--- src/rtl/pcie_cfg_mgmt_arbiter_if.sv ---
// Request/response and cfg_mgmt bus bundle for the config-management arbiter.
// The slave side is the arbiter; the master side is the requesters plus the core.
interface pcie_cfg_mgmt_arbiter_if;
    logic             i_lnk_up;
    logic [1:0]       i_req_valid;
    logic [1:0]       i_req_we;
    logic [1:0][9:0]  i_req_addr;
    logic [1:0][31:0] i_req_wdata;
    logic [1:0][3:0]  i_req_wstrb;
    logic [1:0]       o_req_ready;
    logic [1:0]       o_resp_valid;
    logic [31:0]      o_resp_rdata;
    logic             o_resp_err;
    logic [9:0]       o_cfg_mgmt_dwaddr;
    logic [31:0]      o_cfg_mgmt_di;
    logic [3:0]       o_cfg_mgmt_byte_en;
    logic             o_cfg_mgmt_wr_en;
    logic             o_cfg_mgmt_rd_en;
    logic [31:0]      i_cfg_mgmt_do;
    logic             i_cfg_mgmt_rd_wr_done;

    modport slave (
        input  i_lnk_up,
        input  i_req_valid,
        input  i_req_we,
        input  i_req_addr,
        input  i_req_wdata,
        input  i_req_wstrb,
        output o_req_ready,
        output o_resp_valid,
        output o_resp_rdata,
        output o_resp_err,
        output o_cfg_mgmt_dwaddr,
        output o_cfg_mgmt_di,
        output o_cfg_mgmt_byte_en,
        output o_cfg_mgmt_wr_en,
        output o_cfg_mgmt_rd_en,
        input  i_cfg_mgmt_do,
        input  i_cfg_mgmt_rd_wr_done
    );

    modport master (
        output i_lnk_up,
        output i_req_valid,
        output i_req_we,
        output i_req_addr,
        output i_req_wdata,
        output i_req_wstrb,
        input  o_req_ready,
        input  o_resp_valid,
        input  o_resp_rdata,
        input  o_resp_err,
        input  o_cfg_mgmt_dwaddr,
        input  o_cfg_mgmt_di,
        input  o_cfg_mgmt_byte_en,
        input  o_cfg_mgmt_wr_en,
        input  o_cfg_mgmt_rd_en,
        output i_cfg_mgmt_do,
        output i_cfg_mgmt_rd_wr_done
    );
endinterface

--- src/rtl/pcie_cfg_mgmt_arbiter.sv ---
// Round-robin two-requester arbiter and single-dword sequencer for the
// PCIe cfg_mgmt port, with timeout and link-down abort.
module pcie_cfg_mgmt_arbiter #(
    parameter int unsigned TIMEOUT_CYCLES = 1024
) (
    input logic                    i_clk,
    input logic                    i_nrst,
    pcie_cfg_mgmt_arbiter_if.slave bus
);

    typedef enum logic [1:0] {
        IDLE   = 2'd0,
        ACCESS = 2'd1,
        RESP   = 2'd2
    } state_e;

    localparam logic [15:0] LAST_CNT = 16'(TIMEOUT_CYCLES - 1);

    state_e      state_q, state_d;
    logic        last_q, last_d;
    logic [15:0] cnt_q, cnt_d;
    logic        we_q, we_d;
    logic [9:0]  addr_q, addr_d;
    logic [31:0] wdata_q, wdata_d;
    logic [3:0]  ben_q, ben_d;
    logic        wr_en_q, wr_en_d;
    logic        rd_en_q, rd_en_d;
    logic [1:0]  rvalid_q, rvalid_d;
    logic [31:0] rdata_q, rdata_d;
    logic        err_q, err_d;

    logic        grant;
    logic [1:0]  ready;
    logic        accept;

    // Lone requester wins; on contention the one not served last wins.
    always_comb begin
        grant = bus.i_req_valid[1];
        if (&bus.i_req_valid) begin
            grant = ~last_q;
        end
        ready = '0;
        if (state_q == IDLE && i_nrst) begin
            ready[grant] = bus.i_req_valid[grant];
        end
    end

    assign accept = |ready;

    always_comb begin
        state_d  = state_q;
        last_d   = last_q;
        cnt_d    = cnt_q;
        we_d     = we_q;
        addr_d   = addr_q;
        wdata_d  = wdata_q;
        ben_d    = ben_q;
        wr_en_d  = 1'b0;
        rd_en_d  = 1'b0;
        rvalid_d = '0;
        rdata_d  = rdata_q;
        err_d    = err_q;

        unique case (state_q)
            IDLE: begin
                if (accept) begin
                    we_d    = bus.i_req_we[grant];
                    addr_d  = bus.i_req_addr[grant];
                    wdata_d = bus.i_req_wdata[grant];
                    ben_d   = bus.i_req_we[grant] ? bus.i_req_wstrb[grant] : 4'hF;
                    last_d  = grant;
                    if (bus.i_lnk_up) begin
                        state_d = ACCESS;
                        cnt_d   = '0;
                        wr_en_d = bus.i_req_we[grant];
                        rd_en_d = ~bus.i_req_we[grant];
                    end else begin
                        state_d         = RESP;
                        rvalid_d[grant] = 1'b1;
                        rdata_d         = '0;
                        err_d           = 1'b1;
                    end
                end
            end
            ACCESS: begin
                // Completion beats a coincident timeout or link drop.
                if (bus.i_cfg_mgmt_rd_wr_done) begin
                    state_d          = RESP;
                    rvalid_d[last_q] = 1'b1;
                    rdata_d          = we_q ? 32'h0 : bus.i_cfg_mgmt_do;
                    err_d            = 1'b0;
                end else if (cnt_q == LAST_CNT || !bus.i_lnk_up) begin
                    state_d          = RESP;
                    rvalid_d[last_q] = 1'b1;
                    rdata_d          = '0;
                    err_d            = 1'b1;
                end else begin
                    cnt_d   = cnt_q + 16'd1;
                    wr_en_d = we_q;
                    rd_en_d = ~we_q;
                end
            end
            RESP: begin
                state_d = IDLE;
            end
            default: begin
                state_d = IDLE;
            end
        endcase
    end

    always_ff @(posedge i_clk or negedge i_nrst) begin
        if (!i_nrst) begin
            state_q  <= IDLE;
            last_q   <= 1'b1;
            cnt_q    <= '0;
            we_q     <= 1'b0;
            addr_q   <= '0;
            wdata_q  <= '0;
            ben_q    <= '0;
            wr_en_q  <= 1'b0;
            rd_en_q  <= 1'b0;
            rvalid_q <= '0;
            rdata_q  <= '0;
            err_q    <= 1'b0;
        end else begin
            state_q  <= state_d;
            last_q   <= last_d;
            cnt_q    <= cnt_d;
            we_q     <= we_d;
            addr_q   <= addr_d;
            wdata_q  <= wdata_d;
            ben_q    <= ben_d;
            wr_en_q  <= wr_en_d;
            rd_en_q  <= rd_en_d;
            rvalid_q <= rvalid_d;
            rdata_q  <= rdata_d;
            err_q    <= err_d;
        end
    end

    assign bus.o_req_ready        = ready;
    assign bus.o_resp_valid       = rvalid_q;
    assign bus.o_resp_rdata       = rdata_q;
    assign bus.o_resp_err         = err_q;
    assign bus.o_cfg_mgmt_dwaddr  = addr_q;
    assign bus.o_cfg_mgmt_di      = wdata_q;
    assign bus.o_cfg_mgmt_byte_en = ben_q;
    assign bus.o_cfg_mgmt_wr_en   = wr_en_q;
    assign bus.o_cfg_mgmt_rd_en   = rd_en_q;

endmodule
--- src/flat_wrapper.sv ---
// flat-port wrapper written by rule: the top's interface ports become plain ports
module pcie_cfg_mgmt_arbiter_flat 
#(
    parameter int unsigned TIMEOUT_CYCLES = 1024
)
  (i_clk, i_nrst, bus_i_lnk_up, bus_i_req_valid, bus_i_req_we, bus_i_req_addr, bus_i_req_wdata, bus_i_req_wstrb, bus_o_req_ready, bus_o_resp_valid, bus_o_resp_rdata, bus_o_resp_err, bus_o_cfg_mgmt_dwaddr, bus_o_cfg_mgmt_di, bus_o_cfg_mgmt_byte_en, bus_o_cfg_mgmt_wr_en, bus_o_cfg_mgmt_rd_en, bus_i_cfg_mgmt_do, bus_i_cfg_mgmt_rd_wr_done);
  pcie_cfg_mgmt_arbiter_if bus_i ();
  input logic i_clk;
  input logic i_nrst;
  input wire logic [$bits(bus_i.i_lnk_up)-1:0] bus_i_lnk_up;
  input wire logic [$bits(bus_i.i_req_valid)-1:0] bus_i_req_valid;
  input wire logic [$bits(bus_i.i_req_we)-1:0] bus_i_req_we;
  input wire logic [$bits(bus_i.i_req_addr)-1:0] bus_i_req_addr;
  input wire logic [$bits(bus_i.i_req_wdata)-1:0] bus_i_req_wdata;
  input wire logic [$bits(bus_i.i_req_wstrb)-1:0] bus_i_req_wstrb;
  output wire logic [$bits(bus_i.o_req_ready)-1:0] bus_o_req_ready;
  output wire logic [$bits(bus_i.o_resp_valid)-1:0] bus_o_resp_valid;
  output wire logic [$bits(bus_i.o_resp_rdata)-1:0] bus_o_resp_rdata;
  output wire logic [$bits(bus_i.o_resp_err)-1:0] bus_o_resp_err;
  output wire logic [$bits(bus_i.o_cfg_mgmt_dwaddr)-1:0] bus_o_cfg_mgmt_dwaddr;
  output wire logic [$bits(bus_i.o_cfg_mgmt_di)-1:0] bus_o_cfg_mgmt_di;
  output wire logic [$bits(bus_i.o_cfg_mgmt_byte_en)-1:0] bus_o_cfg_mgmt_byte_en;
  output wire logic [$bits(bus_i.o_cfg_mgmt_wr_en)-1:0] bus_o_cfg_mgmt_wr_en;
  output wire logic [$bits(bus_i.o_cfg_mgmt_rd_en)-1:0] bus_o_cfg_mgmt_rd_en;
  input wire logic [$bits(bus_i.i_cfg_mgmt_do)-1:0] bus_i_cfg_mgmt_do;
  input wire logic [$bits(bus_i.i_cfg_mgmt_rd_wr_done)-1:0] bus_i_cfg_mgmt_rd_wr_done;
  assign bus_i.i_lnk_up = bus_i_lnk_up;
  assign bus_i.i_req_valid = bus_i_req_valid;
  assign bus_i.i_req_we = bus_i_req_we;
  assign bus_i.i_req_addr = bus_i_req_addr;
  assign bus_i.i_req_wdata = bus_i_req_wdata;
  assign bus_i.i_req_wstrb = bus_i_req_wstrb;
  assign bus_o_req_ready = bus_i.o_req_ready;
  assign bus_o_resp_valid = bus_i.o_resp_valid;
  assign bus_o_resp_rdata = bus_i.o_resp_rdata;
  assign bus_o_resp_err = bus_i.o_resp_err;
  assign bus_o_cfg_mgmt_dwaddr = bus_i.o_cfg_mgmt_dwaddr;
  assign bus_o_cfg_mgmt_di = bus_i.o_cfg_mgmt_di;
  assign bus_o_cfg_mgmt_byte_en = bus_i.o_cfg_mgmt_byte_en;
  assign bus_o_cfg_mgmt_wr_en = bus_i.o_cfg_mgmt_wr_en;
  assign bus_o_cfg_mgmt_rd_en = bus_i.o_cfg_mgmt_rd_en;
  assign bus_i.i_cfg_mgmt_do = bus_i_cfg_mgmt_do;
  assign bus_i.i_cfg_mgmt_rd_wr_done = bus_i_cfg_mgmt_rd_wr_done;
  pcie_cfg_mgmt_arbiter #(.TIMEOUT_CYCLES(TIMEOUT_CYCLES)) u_core (.i_clk(i_clk), .i_nrst(i_nrst), .bus(bus_i));
endmodule
--- config.mk ---
export PLATFORM = sky130hd
export DESIGN_NAME = pcie_cfg_mgmt_arbiter_flat
export DESIGN_NICKNAME = d
export VERILOG_FILES = /design/src/rtl/pcie_cfg_mgmt_arbiter_if.sv /design/src/rtl/pcie_cfg_mgmt_arbiter.sv /design/src/flat_wrapper.sv
export SDC_FILE = /design/constraint.sdc
export NUM_CORES = 1
export LEC_CHECK = 0
export ABC_AREA = 0
export BUFFER_PORTS_ARGS = -buffer_cell sky130_fd_sc_hd__buf_2
export CORE_MARGIN = 5
export CORE_UTILIZATION = 35
export CTS_CLUSTER_DIAMETER = 80
export DETAILED_ROUTE_END_ITERATION = 12
export MAX_ROUTING_LAYER = met4
export PLACE_DENSITY = 0.69
export SLEW_MARGIN = 0
export SYNTH_ARGS = -nofsm -noshare
export SYNTH_HDL_FRONTEND = slang
export SYNTH_SLANG_ARGS = --single-unit
--- constraint.sdc ---
create_clock -name i_clk -period 2.4 [get_ports i_clk]
set_input_delay 0.72 -clock i_clk [delete_from_list [all_inputs] [get_ports i_clk]]
set_output_delay 0.72 -clock i_clk [all_outputs]
set_load 0.02 [all_outputs]
==> flow_summary.ini, run 1 <==
[die]
ios = 217
die_h_um = 124
start_util = 0.358
die_width_um = 124
num_rows = 41

[global_route]
grt_pass1_wl_um = 20700
grt_max_degree = 74
first_global_vias = 4376
antenna_found_initial = 0
grt_usage = 0.174
grt_overflow_total = 0

[synth]
syn_area_per_cell_um2 = 9.83
synth_area_um2 = 4540
ys_ff_latch = 103
synth-main-ff-cell = dfrtp_1
synthArstFlopShare = 1.00
synth_area_leaders = dfrtp_1 56%, nand2_1 8.6%, a31oi_1 6.6%, a22o_1 6.4%, nor2_1 4.2%
syn_nets = 595
synthDistinctLibCells = 50
yosysWarnings = 0
synth_cells = 462
synth_top_cell_area_share = 0.562
synth_largest_area_cell = dfrtp_1
yosysSeqAreaShare = 0.568
synth_edf_count = 0

[clocking]
cts.sinks = 103
max-clock-path-buffers = 2
cts_setup_buffers = 0
hold_buffers = 0
cts_resized = 0
numCtsBuffers = 9
cts_root_buf = clkbuf_16
h-tree-depth = 3

[run_status]
stop_stage = 5_2_route
status = stopped before the end
tool.error = [ERROR DRT-0255] Maze Route cannot find path of net i_clk in worker of routeBox ( 96600 0 ) ( 123900 48300 ).

[placed_design]
portBuffers = 216
hpwl_um = 9760
gp_congestion = 0.907
==> stage by stage <==
stage	utilization	cell area (um2)	cells	hold slack, ns	setup slack [ns]
2_1_floorplan	-	4540	462	0.424	0.122
3_3_place_gp	0.460	5830	830	0.478	0.223
3_5_place_dp	0.460	5830	830	0.480	0.138
4_1_cts	0.485	6150	846	0.498	0.183
5_1_grt	0.485	6150	846	0.513	0.0853
==> cells by family after synthesis <==
group                      count (synthesis)  share of synthesized area
and+or+nand+nor                          196                      0.195
adders and majority gates                  1                    0.00276
DFF                                      103                      0.568
muxes                                      2                    0.00468
buffers and inverters                     35                     0.0322
AOI/OAI and AO/OA                        125                      0.198
==> cell usage after synthesis, types with 2 or more instances <==
| cell type | count |
|---|---|
| o31ai_1 | 10 |
| buf_2 | 9 |
| buf_1 | 3 |
| nand3_1 | 6 |
| o21ai_0 | 3 |
| a22o_1 | 33 |
| or4_1 | 10 |
| clkbuf_1 | 17 |
| nor2_1 | 51 |
| and2_1 | 3 |
| a31oi_1 | 48 |
| and4_1 | 4 |
| a311oi_1 | 3 |
| nand4_1 | 2 |
| nor4_1 | 2 |
| nand2_1 | 104 |
| o211ai_1 | 2 |
| o21a_1 | 3 |
| a21oi_1 | 12 |
| dfrtp_1 | 102 |
| and3_1 | 3 |
| inv_1 | 4 |
==> metal layers <==
metal	track usage
met5	-
met4	0.0643
met1	0.222
met2	0.266
met3	0.0500
==> inputs of run 2 (changes only) <==
--- a/config.mk
+++ b/config.mk
@@ -8,11 +8,9 @@
 export ABC_AREA = 0
 export BUFFER_PORTS_ARGS = -buffer_cell sky130_fd_sc_hd__buf_2
 export CORE_MARGIN = 5
-export CORE_UTILIZATION = 35
-export CTS_CLUSTER_DIAMETER = 80
+export CORE_UTILIZATION = 20
 export DETAILED_ROUTE_END_ITERATION = 12
-export MAX_ROUTING_LAYER = met4
-export PLACE_DENSITY = 0.69
+export PLACE_DENSITY_LB_ADDON = 0.15
 export SLEW_MARGIN = 0
 export SYNTH_ARGS = -nofsm -noshare
 export SYNTH_HDL_FRONTEND = slang
==> run 2 against run 1 <==
The flow now finishes without violations; global-route usage shrank 6.1 points; synthesized cell count is the same; synthesized area is the same.
==> flow_summary.ini, run 2 <==
[critical_path]
crit_type = in -> out
crit_slowest_cell = and3_1
crit_family = buffers and inverters
endpoint_kind = primary output
crit_chain = buf_4, nor3b_2, buf_4, and3_1, buf_2
max_stage_delay_ns = 0.20
worst-path-buf-inv = 3
cp-start-kind = input port
crit_arrival_ns = 1.54
path_common_cell = buf_4
critical_path_required_ns = 1.68
cp_max_fo = 8

[clocking]
cts_root_buf = clkbuf_16
hold_buffers = 0
cts_setup_buffers = 0
clkTransAtPathRegs_ns = 0.08
h-tree-depth = 3
cts.sinks = 103
tritoncts = built
numCtsBuffers = 9
cts_resized = 0
clkLatencyLatePin_ns = 0.35
max-clock-path-buffers = 2

[placed_design]
pre_cts_ws_ns = -0.00190
hpwl_um = 10900
gp_congestion = 0.840
place_area_um2 = 6020
portBuffers = 216

[synth]
synth_cells = 462
syn_area_per_cell_um2 = 9.83
synth_area_leaders = dfrtp_1 56%, nand2_1 8.6%, a31oi_1 6.6%, a22o_1 6.4%, nor2_1 4.2%
synthDistinctLibCells = 50
yosysSeqAreaShare = 0.568
synth_area_um2 = 4540
yosysMostFrequentCell = nand2_1
synth_top_cell_area_share = 0.562
synth_common_cells = 104 x nand2_1, 102 x dfrtp_1, 51 x nor2_1, 48 x a31oi_1, 33 x a22o_1
synthArstFlopShare = 1.00
synth-main-ff-cell = dfrtp_1
synth_edf_count = 0
syn_nets = 595
ys_ff_latch = 103
yosysWarnings = 0
synth_largest_area_cell = dfrtp_1

[pwr]
internal-power_uw = 3400
ir_drop_mv = 0.319
pwr-share-seq = 0.430
p_sw_frac = 0.360
finalPower_uw = 5320
leakage_uw = 0.00307
power.density_nw_per_um2 = 841
p_comb_frac = 0.294
power_frac_clock = 0.276
p_sw_uw = 1910

[sta]
finalSetupViolCount = 0
fin_crit_sh = 0.942
worstMarginPinSlew_ns = 0.793
fin_crit_ns = 2.26
slew_headroom = 0.470
setup_slack_ns = 0.140
rsz0062_at_grt = no
fmax_ghz = 0.442
hold_viol = 0
fin_setup_tns_ns = 0
finClkSkew_ns = 0.0107
slew_viol_final = 0

[finish]
fin_util = 0.281
drive_gt1_frac = 0.383
final_cell_mix = 215 x buf_2, 103 x nand2_1, 102 x dfrtp_1, 50 x nor2_1, 48 x a31oi_1
diodes = 0
mostFrequentLayoutCell = buf_2
fill_cells = 2436
stdcell_area_um2 = 6320
fin_nets = 807
areaGrowthSynthToFinish_pct = 39.2

[die]
core-area_um2 = 22500
start_util = 0.202
dieArea_um2 = 25800
num_rows = 55
ios = 217
die_width_um = 161
die_h_um = 161

[global_route]
antenna_found_initial = 0
grt_max_degree = 47
grt_overflow_total = 0
grt_usage = 0.114
grt_pass1_wl_um = 23900
first_global_vias = 4496

[routing]
avgRoutedWirePerCell_um = 15.4
dr.pass1.iters = 6
ant_nets = 0
drt_iter0_drc = 303
via_per_inst = 4.54
via_count = 4374
wl_um = 14800
drc = 0

[min_path]
holdCritPathClass = in -> async

[job]
max-cap-violations = 0

[run_status]
status = finished, final reports clean
## run 2: cell counts after synthesis
No cell type changed its count.
## run 2: layer usage
layer  up-vias  GRT usage  routed length (um)
li1       2097          -                   -
met1      2060      0.142                6590
met2       200      0.178                6470
met3        17     0.0493                1520
met4         0     0.0352                 231
met5         -          0                   0
## run 2: worst paths after layout
path,startpoint,endpoint,slack (ns),depth (start not counted)
max in group asynchronous,i_nrst,u_core.bus.o_cfg_mgmt_di[17],1.11,3
min in group i_clk,u_core.bus.o_resp_rdata[12],u_core.bus.o_resp_rdata[12],0.50,1
worst min register to register,u_core.bus.o_resp_rdata[12],u_core.bus.o_resp_rdata[12],0.50,1
worst max-delay path,i_nrst,bus_o_req_ready[0],0.14,5
worst min-delay path,i_nrst,u_core.bus.o_cfg_mgmt_di[30],0.43,2
worst max register to register,u_core.cnt_q[0],u_core.cnt_q[5],0.38,5
## run 2: final cells by class
cell class | instances | area, um2 | share of cell area
Timing Repair Buffer | 231 | 1230 | 0.195
Clock inverter | 6 | 53.8 | 0.00851
Clock buffer | 10 | 239 | 0.0378
Inverter | 5 | 18.8 | 0.00297
Multi-Input combinational cell | 324 | 1840 | 0.291
Tap cell | 285 | 357 | 0.0564
Sequential cell | 103 | 2580 | 0.408
## run 2: logic make-up after synthesis
family / share of synthesized area
muxes: 0.00468
adders and majority gates: 0.00276
AOI/OAI and AO/OA: 0.198
buffers and inverters: 0.0322
DFF: 0.568
and+or+nand+nor: 0.195
## run 2: power by group through the flow
stage               registers (uW)  clock network (uW)  logic (uW)
global placement              2310                   0        1590
finish                        2290                1470        1560
floorplan                     2670                   0         534
global route                  2330                1600        1720
CTS                           2290                1530        1600
detailed placement            2310                   0        1600
## run 2: metrics by stage
step           cells  hold slack, ns
2_1_floorplan    462           0.424
3_3_place_gp     948           0.478
3_5_place_dp     948           0.477
4_1_cts          964           0.452
5_1_grt          964           0.476
6_report         964           0.433
Power figures use the tool's default switching activity.
